**src/rtl/clk_div_pkg.sv**
```systemverilog
// Shared constants and helpers for the multi-channel clock-enable generator.
// Standard divisors assume the 50 MHz board clock.
package clk_div_pkg;

  localparam int DEF_CNT_W  = 24;
  localparam int SYS_CLK_HZ = 50_000_000;

  function automatic int div_from_hz(
    input int clk_hz,
    input int out_hz
  );
    if (out_hz <= 0 || clk_hz < out_hz) begin
      return 1;
    end
    return clk_hz / out_hz;
  endfunction

  localparam int SCAN_1KHZ      = div_from_hz(SYS_CLK_HZ, 1_000);
  localparam int DEBOUNCE_100HZ = div_from_hz(SYS_CLK_HZ, 100);
  localparam int LCD_10KHZ      = div_from_hz(SYS_CLK_HZ, 10_000);

endpackage

```
**src/rtl/clk_div_ch.sv**
```systemverilog
// One divider channel: counter, active/pending divisor, tick and toggle.
// New divisors only take effect at terminal count or on a phase clear.
module clk_div_ch
  import clk_div_pkg::*;
#(
  parameter int CNT_W   = DEF_CNT_W,
  parameter int DEF_DIV = 4
) (
  input  logic             clk,
  input  logic             nrst,
  input  logic             en_i,
  input  logic             clr_i,
  input  logic             wr_i,
  input  logic [CNT_W-1:0] wr_val_i,
  output logic             tick_o,
  output logic             clk_out_o,
  output logic [CNT_W-1:0] div_o
);

  localparam logic [CNT_W-1:0] RST_DIV =
    (DEF_DIV < 1) ? CNT_W'(1) : CNT_W'(DEF_DIV);

  logic [CNT_W-1:0] cnt_q, cnt_d;
  logic [CNT_W-1:0] act_q, act_d;
  logic [CNT_W-1:0] pend_q, pend_d;
  logic             pv_q, pv_d;
  logic             tick_q, tick_d;
  logic             tgl_q, tgl_d;
  logic             term;
  logic [CNT_W-1:0] wr_eff;

  assign term   = (cnt_q == act_q - CNT_W'(1));
  assign wr_eff = (wr_val_i == '0) ? CNT_W'(1) : wr_val_i;

  always_comb begin
    cnt_d  = cnt_q;
    act_d  = act_q;
    pend_d = pend_q;
    pv_d   = pv_q;
    tick_d = 1'b0;
    tgl_d  = tgl_q;
    if (clr_i) begin
      cnt_d = '0;
      tgl_d = 1'b0;
      if (pv_q) begin
        act_d = pend_q;
        pv_d  = 1'b0;
      end
    end else begin
      if (en_i) begin
        if (term) begin
          cnt_d  = '0;
          tick_d = 1'b1;
          tgl_d  = ~tgl_q;
          if (pv_q) begin
            act_d = pend_q;
            pv_d  = 1'b0;
          end
        end else begin
          cnt_d = cnt_q + CNT_W'(1);
        end
      end
      // a write in the apply cycle becomes the next pending value
      if (wr_i) begin
        pend_d = wr_eff;
        pv_d   = 1'b1;
      end
    end
  end

  always_ff @(posedge clk or negedge nrst) begin
    if (!nrst) begin
      cnt_q  <= '0;
      act_q  <= RST_DIV;
      pend_q <= RST_DIV;
      pv_q   <= 1'b0;
      tick_q <= 1'b0;
      tgl_q  <= 1'b0;
    end else begin
      cnt_q  <= cnt_d;
      act_q  <= act_d;
      pend_q <= pend_d;
      pv_q   <= pv_d;
      tick_q <= tick_d;
      tgl_q  <= tgl_d;
    end
  end

  assign tick_o    = tick_q;
  assign clk_out_o = tgl_q;
  assign div_o     = act_q;

endmodule

```
**src/rtl/clk_div_multi.sv**
```systemverilog
// Multi-channel programmable clock-enable generator.
// Top level decodes divisor writes and fans out the phase clear.
module clk_div_multi
  import clk_div_pkg::*;
#(
  parameter int N_CH        = 4,
  parameter int CNT_W       = DEF_CNT_W,
  parameter int CLK_FREQ_HZ = SYS_CLK_HZ,
  parameter int DEF_DIV     = div_from_hz(CLK_FREQ_HZ, 1_000)
) (
  input  logic                    clk,
  input  logic                    nrst,
  input  logic [N_CH-1:0]         en,
  input  logic                    sync_clr,
  input  logic                    div_wr,
  input  logic [$clog2(N_CH)-1:0] div_sel,
  input  logic [CNT_W-1:0]        div_val,
  output logic [N_CH-1:0]         tick,
  output logic [N_CH-1:0]         clk_out,
  output logic [N_CH*CNT_W-1:0]   div_cur
);

  localparam int SEL_W = $clog2(N_CH);

  for (genvar i = 0; i < N_CH; i++) begin : g_ch
    logic             wr_hit;
    logic [CNT_W-1:0] div_w;

    assign wr_hit = div_wr && (div_sel == SEL_W'(i));

    clk_div_ch #(
      .CNT_W   (CNT_W),
      .DEF_DIV (DEF_DIV)
    ) u_ch (
      .clk       (clk),
      .nrst      (nrst),
      .en_i      (en[i]),
      .clr_i     (sync_clr),
      .wr_i      (wr_hit),
      .wr_val_i  (div_val),
      .tick_o    (tick[i]),
      .clk_out_o (clk_out[i]),
      .div_o     (div_w)
    );

    assign div_cur[i*CNT_W +: CNT_W] = div_w;
  end

endmodule
```
**config.mk**
```make
export PLATFORM = sky130hd
export DESIGN_NAME = clk_div_multi
export DESIGN_NICKNAME = d
export VERILOG_FILES = /design/src/rtl/clk_div_pkg.sv /design/src/rtl/clk_div_ch.sv /design/src/rtl/clk_div_multi.sv
export SDC_FILE = /design/constraint.sdc
export NUM_CORES = 1
export LEC_CHECK = 0
export ABC_CLOCK_PERIOD_IN_PS = 3400
export BUFFER_PORTS_ARGS = -buffer_cell sky130_fd_sc_hd__buf_2
export CAP_MARGIN = 20
export CORE_MARGIN = 3
export CORE_UTILIZATION = 56
export CTS_BUF_LIST = sky130_fd_sc_hd__clkbuf_8
export DETAILED_ROUTE_END_ITERATION = 10
export PLACE_DENSITY = 0.78
export SYNTH_ARGS = -nofsm -noshare
export SYNTH_HDL_FRONTEND = slang
export SYNTH_SLANG_ARGS = --single-unit
```
**constraint.sdc**
```tcl
create_clock -name clk -period 3.4 [get_ports clk]
set_input_delay 0.17 -clock clk [delete_from_list [all_inputs] [get_ports clk]]
set_output_delay 0.17 -clock clk [all_outputs]
set_load 0.01 [all_outputs]
```
==> metrics.cfg, run 1 <==
[layout]
area_delta_synth_final_pct=17.39
antenna_cells=0
drive_above_1_share=0.3182
nets=1748

[synthesis]
synth-seq-cells=300
syn_nets=1534
yosys_warnings=0
yosys-top-cells-area=dfrtp_1, mux2_2, dfstp_2
synth.largest_area_cell=dfrtp_1
ys_async_sr_fraction=1.000
yosysTopAreaCellShare=0.3887
synth_area_um2=16220
ys.flop_type=dfrtp_1
synth_commonest_cells=dfrtp_1, nor2_1, mux2_2
syn_inst=1492
avgSynthCellArea_um2=10.87
synth-edff-count=0
synthDistinctLibCells=79
synth.most_common_cell=dfrtp_1
ys_seq_area_frac=0.4665

[worst_hold_path]
hp-class=input pin to flip-flop

[floorplan]
placementRows=61
core_area_um2=28160
fp.dieW_um=176.2
die_h_um=176.2
boundaryPins=138
start_util=0.5760
die-area_um2=31050

[power_and_ir_drop]
intPower_mw=8.683
share_comb_of_total_power=0.348
p_leak_nw=8.331
ir_drop_v=0.0005621
p_switching_mw=4.863
powerDensity_nw_per_um2=711.4
power_frac_seq=0.405
sw_frac_of_total=0.3590
p_total_mw=13.55
power.share.clock=0.247

[grt]
antenna_found_initial=0
grt_start_max_net_pins=118
grt_pass1_vias=12351
grt_pass1_wl_um=67050
grt_usage=0.2681
grt_overflow_total=0

[placement]
dp_hpwl_um=28880
portBuffers=137
dp_slack_ps=33.75
gp_congestion=0.9132

[clock_tree]
cts.sinks=300
cts_tree=done
clkLatencyLatePin_ps=570
cts_buffers=49
ctsRootBufferMaster=clkbuf_8
cts_buffer_depth=3
cts_htree_levels=2
clkTransAtPathRegs_ps=60

[route]
wire_per_inst_um=19.68
wl_um=41760
via_count=12467
viasPerCell=5.875
ant_nets=0
first_iter_violations=897
drc_errors=0
drt_first_pass_iters=5

[timing]
fin_ws_ps=105.0
min_period_ps=3295
max_freq_mhz=303.5
post-route-period-util=0.9691
finalSetupTns_ps=0
whs_ps=39.25
hold_viol=0
report.final.slew_viol_count=0
slew_headroom=0.3635
finalClockSkew_ps=13.52
setup_viol_count_final=0
tightest_slew_ps=954.7

[setup_path]
critPathLaunchType=flip-flop
path_max_fanout=24
worstPathRequired_ps=3840
end_kind=flip-flop
critPathKind=flip-flop to flip-flop
arrival_ps=3740

[flow_run]
drv_cap=0

[outcome]
status=completed

-- placed cells by master, fill, tap and decap left out, drive strengths merged, types with 9 or more instances in the layout --
cell type / count
dfrtp: 252
o21ai: 22
clkbuf: 67
and4: 14
nand4: 29
xor2: 91
nand3: 43
xnor2: 109
mux2: 194
clkinv: 12
buf: 213
nor2b: 14
nand2: 71
and3: 28
or4: 18
nor4: 37
inv: 38
a21oi: 21
nor3b: 10
nor3: 65
or3: 23
dlygate4sd3: 23
o211ai: 9
nor2: 146
dfstp: 48
nand3b: 11
-- worst max-delay path, stage by stage, from the launching register on --
cell and delay (ps):
dfrtp_1 370, buf_4 160, or4_4 590, nor3_2 190
xnor2_1 100, or4b_1 560, nor4_2 260, nand4_1 180
a21bo_1 250, buf_12 180, mux2_4 320
-- final timing paths --
kind,startpoint,end,slack (ps),depth (start not counted)
min in group asynchronous,nrst,g_ch[0].u_ch.cnt_q[10]$_DFFE_PN0N_,250,2
max in group asynchronous,nrst,g_ch[2].u_ch.pend_q[15]$_DFFE_PN1P_,2120,3
worst max-delay path,g_ch[0].u_ch.div_o[0]$_DFFE_PN0P_,g_ch[0].u_ch.div_o[18]$_DFFE_PN0P_,100,10
worst min register to register,g_ch[3].u_ch.clk_out_o$_DFFE_PN0P_,g_ch[3].u_ch.clk_out_o$_DFFE_PN0P_,480,1
worst max register to register,g_ch[0].u_ch.div_o[0]$_DFFE_PN0P_,g_ch[0].u_ch.div_o[18]$_DFFE_PN0P_,100,10
worst min-delay path,div_val[5],g_ch[1].u_ch.pend_q[5]$_DFFE_PN0P_,40,2
-- power groups by stage --
stage	clock, mW	sequential, mW	combinational, mW
floorplan	0	5.45	2.72
global placement	0	5.48	4.43
detailed placement	0	5.52	4.54
CTS	3.42	5.47	4.61
global route	3.59	5.60	5.13
finish	3.35	5.48	4.71
-- per-stage QoR --
stage / util / area [µm²] / std cells
2_1_floorplan: - / 16220 / 1492
3_3_place_gp: 0.6255 / 17620 / 2007
3_5_place_dp: 0.6255 / 17620 / 2007
4_1_cts: 0.6714 / 18910 / 2119
5_1_grt: 0.6761 / 19040 / 2122
6_report: 0.6761 / 19040 / 2122
-- registers in the layout, summed over array words and instances, names as in the netlist --
name                 cells
g_ch.u_ch.tick_o         4
g_ch.u_ch.cnt_q         96
g_ch.u_ch.clk_out_o      4
g_ch.u_ch.pend_q        96
g_ch.u_ch.div_o         96
g_ch.u_ch.pv_q           4
-- metal layers --
metal	vias up	share of wire	track usage
li1	5782	-	-
met1	6160	0.44	0.3761
met2	432	0.47	0.4294
met3	93	0.068	0.04839
met4	0	0.023	0.07852
met5	-	0	0
-- what timing repair did --
action / CTS / global route
gates cloned: 0 / 1
hold buffers: 23 / 0
pin swaps: 0 / 4
setup endpoints to repair: 1 / 133
resized for setup: 0 / 23
buffers inserted: 0 / 2
endpoints found under the hold margin: 180 / 0
-- cell families (layout without fill, tap and decap cells) --
kind of cell	after synthesis	after routing	share of synthesized area
AO/OA/AOI/OAI	129	129	0.05631
AND/OR/NAND/NOR	550	550	0.1815
buffers and inverters	103	355	0.03293
adder cells (fa/ha/maj)	8	8	0.006171
multiplexers	202	202	0.1486
XOR/XNOR	200	200	0.1080
flip-flops	300	300	0.4665
-- layout make-up --
class                           instances  area [µm²]
Tap cell                              378       473.0
Clock buffer                           66       908.4
Fill cell                            2116        9121
Timing Repair Buffer                  237        1617
Clock inverter                         23       153.9
Sequential cell                       300        7569
Multi-Input combinational cell       1089        8213
Inverter                               29       108.9
(Power assumes the default switching activity.)
==> run 2, diff against run 1 <==
ABC_CLOCK_PERIOD_IN_PS = 4050   (was 3400)
CAP_MARGIN = unset   (was 20)
CORE_UTILIZATION = 61   (was 56)
PLACE_DENSITY = 0.81   (was 0.78)
clock period = 4.05 ns   (was 3.4 ns; I/O delays follow)
==> metrics.cfg, run 2 (synthesized netlist as in run 1, its figures left out) <==
[clock_tree]
cts_buffer_depth=3  ; unchanged
cts_setup_buffers=0  ; unchanged
cts_hold_buffers=19  ; -17%
cts.repair.resized=0  ; unchanged
cts_tree=done
cts_htree_levels=2  ; unchanged
cts.sinks=300  ; unchanged
clkLatencyLatePin_ps=570  ; about the same
clkTransAtPathRegs_ps=60  ; about the same
ctsRootBufferMaster=clkbuf_8
cts_buffers=49  ; unchanged

[route]
wl_um=40300  ; -3.5%
ant_nets=0  ; unchanged
first_iter_violations=884  ; -1.4%
drt_first_pass_iters=5  ; unchanged
wire_per_inst_um=19.91  ; +1.2%
via_count=12303  ; -1.3%
viasPerCell=6.079  ; +3.5%
drc_errors=0  ; unchanged

[setup_path]
arrival_ps=4170  ; +430 ps
reg2reg_depth=11  ; +1
reg2reg_from=g_ch[0].u_ch.div_o[0]$_DFFE_PN0P_
critPathKind=flip-flop to flip-flop
end_kind=flip-flop
timing.rr.end=g_ch[0].u_ch.div_o[12]$_DFFE_PN0P_
max_stage_delay_ps=550  ; -40 ps
worstPathRequired_ps=4500  ; +660 ps
path_max_fanout=24  ; unchanged
critPathLaunchType=flip-flop
r2r_setup_slack_ps=330  ; +220 ps
cp_slowest_cell=or4b_1
path_cells=inv_1 -> ha_1 -> nor3b_1 -> nand3_1 -> mux2i_1 -> or4b_1 -> nor4_1 -> nand4_1 -> a21bo_1 -> buf_4 -> mux2_1

[layout]
nets=1690  ; -3.3%
area_delta_synth_final_pct=13.35
final_cell_mix=dfrtp_1, nor2_1, buf_2
n_fill_cell=1912  ; -9.6%
seqCellArea_um2=7567  ; about the same
drive_above_1_share=0.2848  ; -0.03345
final_cells=2024  ; -4.6%
antenna_cells=0  ; unchanged
multi_input_area_um2=8128  ; -1.0%
final_util=0.7036  ; +0.02750
final_common_cell=dfrtp_1

[floorplan]
placementRows=59  ; -3.3%
fp.dieW_um=169.1  ; -4.0%
core_area_um2=26130  ; -7.2%
die-area_um2=28590  ; -7.9%
start_util=0.6208  ; +0.04476
die_h_um=169.1  ; -4.0%
boundaryPins=138  ; unchanged

[grt]
antenna_found_initial=0  ; unchanged
grt_pass1_wl_um=64500  ; -3.8%
grt_overflow_total=0  ; unchanged
grt_start_max_net_pins=123  ; +4.2%
grt_usage=0.2793  ; +0.01122
grt_pass1_vias=12189  ; -1.3%

[power_and_ir_drop]
share_comb_of_total_power=0.308  ; -0.040
power_frac_seq=0.436  ; +0.031
p_total_mw=11.00  ; -19%
p_leak_nw=8.020  ; -3.7%
powerDensity_nw_per_um2=598.4  ; -16%
intPower_mw=7.045  ; -19%
ir_drop_v=0.0003954  ; -30%
sw_frac_of_total=0.3598  ; +0.0007520
power.share.clock=0.256  ; +0.009
p_switching_mw=3.959  ; -19%

[placement]
portBuffers=137  ; unchanged
dp_slack_ps=437.4  ; +403.7 ps
gp_congestion=0.8983  ; -1.6%
dp_hpwl_um=28220  ; -2.3%
post-place-cells=1913  ; -4.7%

[timing]
max_freq_mhz=268.7  ; -11%
tightest_slew_ps=1314  ; +359.6 ps
rsz0062_at_grt=false
hold_viol=0  ; unchanged
post-route-period-util=0.9190  ; -0.05013
setup_viol_count_final=0  ; unchanged
slew_headroom=0.1229  ; -0.2407
fin_ws_ps=328.1  ; +223.1 ps
min_period_ps=3722  ; +426.9 ps
report.final.slew_viol_count=0  ; unchanged
finalClockSkew_ps=15.26  ; +1.737 ps
finalSetupTns_ps=0  ; unchanged

[worst_hold_path]
hp-start=div_val[1]
hold_depth=2  ; unchanged
min_to=g_ch[2].u_ch.pend_q[1]$_DFFE_PN0P_
hp-class=input pin to flip-flop

[outcome]
status=completed

[flow_run]
drv_cap=0  ; unchanged

run 2: changes by cell type in the layout (fill, tap and decap cells not counted), moves of 3 or more:
cell           previous run  this run
a2111oi_0                 1         4
buf_12                    7         2
buf_4                    67        21
clkinv_2                 12         7
dlygate4sd3_1            23        19
inv_1                    38        44
run 2: worst max path at each step:
stage	start	end	slack, ps	cells after the start
after floorplan	g_ch[2].u_ch.div_o[0]$_DFFE_PN0P_	g_ch[2].u_ch.div_o[10]$_DFFE_PN0P_	640	13
after global placement	g_ch[2].u_ch.div_o[0]$_DFFE_PN0P_	g_ch[2].u_ch.div_o[23]$_DFFE_PN0P_	540	11
after detailed placement	g_ch[2].u_ch.div_o[0]$_DFFE_PN0P_	g_ch[2].u_ch.div_o[23]$_DFFE_PN0P_	440	11
after CTS	g_ch[0].u_ch.div_o[0]$_DFFE_PN0P_	g_ch[0].u_ch.div_o[12]$_DFFE_PN0P_	390	11
after global routing	g_ch[0].u_ch.div_o[0]$_DFFE_PN0P_	g_ch[0].u_ch.div_o[12]$_DFFE_PN0P_	70	11
final	g_ch[0].u_ch.div_o[0]$_DFFE_PN0P_	g_ch[0].u_ch.div_o[12]$_DFFE_PN0P_	330	11
run 2: power groups by stage:
| stage | combinational [mW] | clock, mW | sequential, mW |
|---|---|---|---|
| floorplan | 2.28 | 0 | 4.58 |
| global placement | 3.23 | 0 | 4.77 |
| detailed placement | 3.34 | 0 | 4.82 |
| CTS | 3.38 | 2.87 | 4.78 |
| global route | 3.71 | 3.00 | 4.90 |
| finish | 3.39 | 2.82 | 4.79 |
run 2: final cells by class:
type | instances | area share
multi-input cells | 1089 | 0.4420
flip-flops and latches | 300 | 0.4115
repair buffers | 179 | 0.05893
clock buffers | 67 | 0.05015
well taps | 335 | 0.02280
clock inverters | 25 | 0.008642
inverters | 29 | 0.005920
run 2: worst max-delay path, delay by kind of cell (launching register included):
family | cells | cell delay (ps)
AOI/OAI and AO/OA | 1 | 210
buffers and inverters | 2 | 350
DFF | 1 | 460
muxes | 2 | 540
adders and majority gates | 1 | 230
and+or+nand+nor | 5 | 1800
run 2: stage by stage:
stage	hold slack, ps	instance area [µm²]
final	32.55	18390
after global routing	12.66	18390
after CTS	0.8217	18390
after detailed placement	348.8	17120
after global placement	342.2	17120
after floorplan	-93.09	16220
run 2: layer usage:
metal,routed length (µm),global-route usage,part of all wire,vias to the layer above
met1,17500,0.3878,0.43,6129
met4,944,0.08037,0.023,0
met2,19110,0.4516,0.47,430
met3,2752,0.05465,0.068,89
li1,-,-,-,5655
met5,0,0,0,-
==> run 3, diff against run 2 <==
ABC_CLOCK_PERIOD_IN_PS = 3250   (was 4050)
CORE_UTILIZATION = 49   (was 61)
PLACE_DENSITY = 0.7   (was 0.81)
SLEW_MARGIN = 20   (was unset)
clock period = 3.25 ns   (was 4.05 ns; I/O delays follow)
==> metrics.cfg, run 3 (synthesized netlist as in run 1, its figures left out) <==
[worst_hold_path]
min_to=g_ch[1].u_ch.pend_q[0]$_DFFE_PN0P_
hp-class=input pin to flip-flop
hp-start=div_val[0]
hold_depth=3  ; +1

[setup_path]
timing.rr.end=g_ch[2].u_ch.div_o[17]$_DFFE_PN0P_
worstPathRequired_ps=3710  ; -790 ps
max_stage_delay_ps=430  ; -120 ps
r2r_setup_slack_ps=-3  ; -330 ps
critPathLaunchType=flip-flop
reg2reg_depth=12  ; +1
end_kind=flip-flop
reg2reg_from=g_ch[2].u_ch.div_o[0]$_DFFE_PN0P_
path_max_fanout=6  ; -75%
path_cells=inv_2 -> ha_2 -> or3b_4 -> or3_4 -> o211a_1 -> or4_4 -> nor2_1 -> and3_1 -> a22o_4 -> buf_6 -> clkbuf_16 -> mux2_4
arrival_ps=3710  ; -460 ps
cp_slowest_cell=dfrtp_2
critPathKind=flip-flop to flip-flop

[timing]
post-route-period-util=1.001  ; +0.08197
tightest_slew_ps=853.5  ; -460.8 ps
hold_viol=0  ; unchanged
rsz0062_at_grt=true
fin_ws_ps=-3.149  ; -331.2 ps
report.final.slew_viol_count=0  ; unchanged
max_freq_mhz=307.4  ; +14%
slew_headroom=0.4310  ; +0.3081
min_period_ps=3253  ; -468.8 ps
setup_viol_count_final=3  ; +3
finalClockSkew_ps=21.89  ; +6.630 ps
whs_ps=24.91  ; -7.640 ps

[route]
ant_nets=0  ; unchanged
first_iter_violations=707  ; -20%
wire_per_inst_um=19.37  ; -2.7%
viasPerCell=5.728  ; -5.8%
wl_um=42980  ; +6.7%
drt_first_pass_iters=5  ; unchanged
drc_errors=0  ; unchanged
via_count=12711  ; +3.3%

[layout]
final_common_cell=dfrtp_1
n_fill_cell=2643  ; +38%
area_delta_synth_final_pct=21.45
antenna_cells=0  ; unchanged
drive_above_1_share=0.3487  ; +0.06387
final_cells=2219  ; +9.6%
seqCellArea_um2=7575  ; about the same
nets=1790  ; +5.9%
final_area_um2=19700  ; +7.1%
multi_input_area_um2=8456  ; +4.0%
final_cell_mix=dfrtp_1, nor2_1, buf_2

[clock_tree]
cts_buffer_depth=3  ; unchanged
cts_tree=done
ctsRootBufferMaster=clkbuf_8
cts.sinks=300  ; unchanged
clkTransAtPathRegs_ps=60  ; about the same
cts_buffers=49  ; unchanged
cts_htree_levels=2  ; unchanged
clkLatencyLatePin_ps=580  ; about the same

[grt]
grt_usage=0.2338  ; -0.04549
grt_overflow_total=0  ; unchanged
grt_start_max_net_pins=107  ; -13%
grt_pass1_vias=12518  ; +2.7%
antenna_found_initial=3  ; +3
grt_pass1_wl_um=67310  ; +4.4%

[floorplan]
fp.dieW_um=188.0  ; +11%
boundaryPins=138  ; unchanged
placementRows=65  ; +10%
die-area_um2=35330  ; +24%
core_area_um2=32120  ; +23%
die_h_um=188.0  ; +11%
start_util=0.5050  ; -0.1158

[placement]
dp_hpwl_um=29940  ; +6.1%
post-place-cells=2086  ; +9.0%
dp_slack_ps=-51.35  ; -488.8 ps
portBuffers=137  ; unchanged
dpl_cell_area_um2=17890  ; +4.5%
gp_congestion=0.9083  ; +1.1%

[flow_run]
drv_cap=0  ; unchanged

[outcome]
status=finished, violations left
violations=setup timing

[power_and_ir_drop]
p_total_mw=14.39  ; +31%
p_leak_nw=8.589  ; +7.1%
powerDensity_nw_per_um2=730.4  ; +22%
ir_drop_v=0.0005478  ; +39%

run 3: cell count changes in the layout (fill, tap and decap cells not counted), moves of 6 or more:
cell           change
dfrtp_1            -6
clkbuf_8           -6
nor4_1             -7
dfrtp_2            +6
dlygate4sd3_1      +8
buf_4             +76
buf_12             +9
run 3: report_power, final:
group          switching [mW]  total, mW  internal, mW
Clock                    1.52       3.21          1.68
Sequential              0.987       5.66          4.68
Combinational            2.76       5.52          2.76
run 3: final cells by class:
class	count	area share
timing repair buffer	279	0.1050
inverter	29	0.005525
clock buffer	61	0.04261
multi-input combinational	1089	0.4292
tap	435	0.02763
sequential	300	0.3845
clock inverter	26	0.005589
run 3: how the worst max path moves through the flow:
stage / from / endpoint / slack [ps]
after floorplan: g_ch[3].u_ch.div_o[0]$_DFFE_PN0P_ / g_ch[3].u_ch.div_o[10]$_DFFE_PN0P_ / 4
after global placement: g_ch[3].u_ch.div_o[1]$_DFFE_PN0P_ / g_ch[3].u_ch.div_o[10]$_DFFE_PN0P_ / 20
after detailed placement: g_ch[3].u_ch.div_o[0]$_DFFE_PN0P_ / g_ch[3].u_ch.div_o[10]$_DFFE_PN0P_ / -50
after CTS: g_ch[2].u_ch.div_o[0]$_DFFE_PN0P_ / g_ch[2].u_ch.div_o[0]$_DFFE_PN0P_ / -1
after global routing: g_ch[2].u_ch.div_o[1]$_DFFE_PN0P_ / g_ch[2].u_ch.div_o[21]$_DFFE_PN0P_ / -100
final: g_ch[2].u_ch.div_o[0]$_DFFE_PN0P_ / g_ch[2].u_ch.div_o[17]$_DFFE_PN0P_ / -3
run 3: per-stage QoR:
stage,setup TNS [ps],utilization
after floorplan,0,-
after global routing,-2133,0.6133
after global placement,0,0.5570
final,-4.302,0.6133
after CTS,-1.410,0.5977
after detailed placement,-881.8,0.5570
run 3: worst max-delay path: cells and delay by family, from the launching register on:
family                     cells  cell delay [ps]
and+or+nand+nor                5             1530
DFF                            1              430
AOI/OAI and AO/OA              2              370
buffers and inverters          3              330
muxes                          1              290
adders and majority gates      1              180
run 3: repair_timing:
action / CTS / global route
hold buffers: 27 / 0
endpoints found under the setup margin: 43 / 153
cloned: 1 / 4
resized for setup: 7 / 67
setup buffers: 3 / 12
pin swaps: 5 / 28
hold endpoints to repair: 176 / 0
run 3: per-layer routing:
layer  global-route usage  share of wire
met1               0.3244           0.45
met5                    0        0.00026
met3              0.04262          0.061
met4              0.06320          0.022
met2               0.3795           0.47
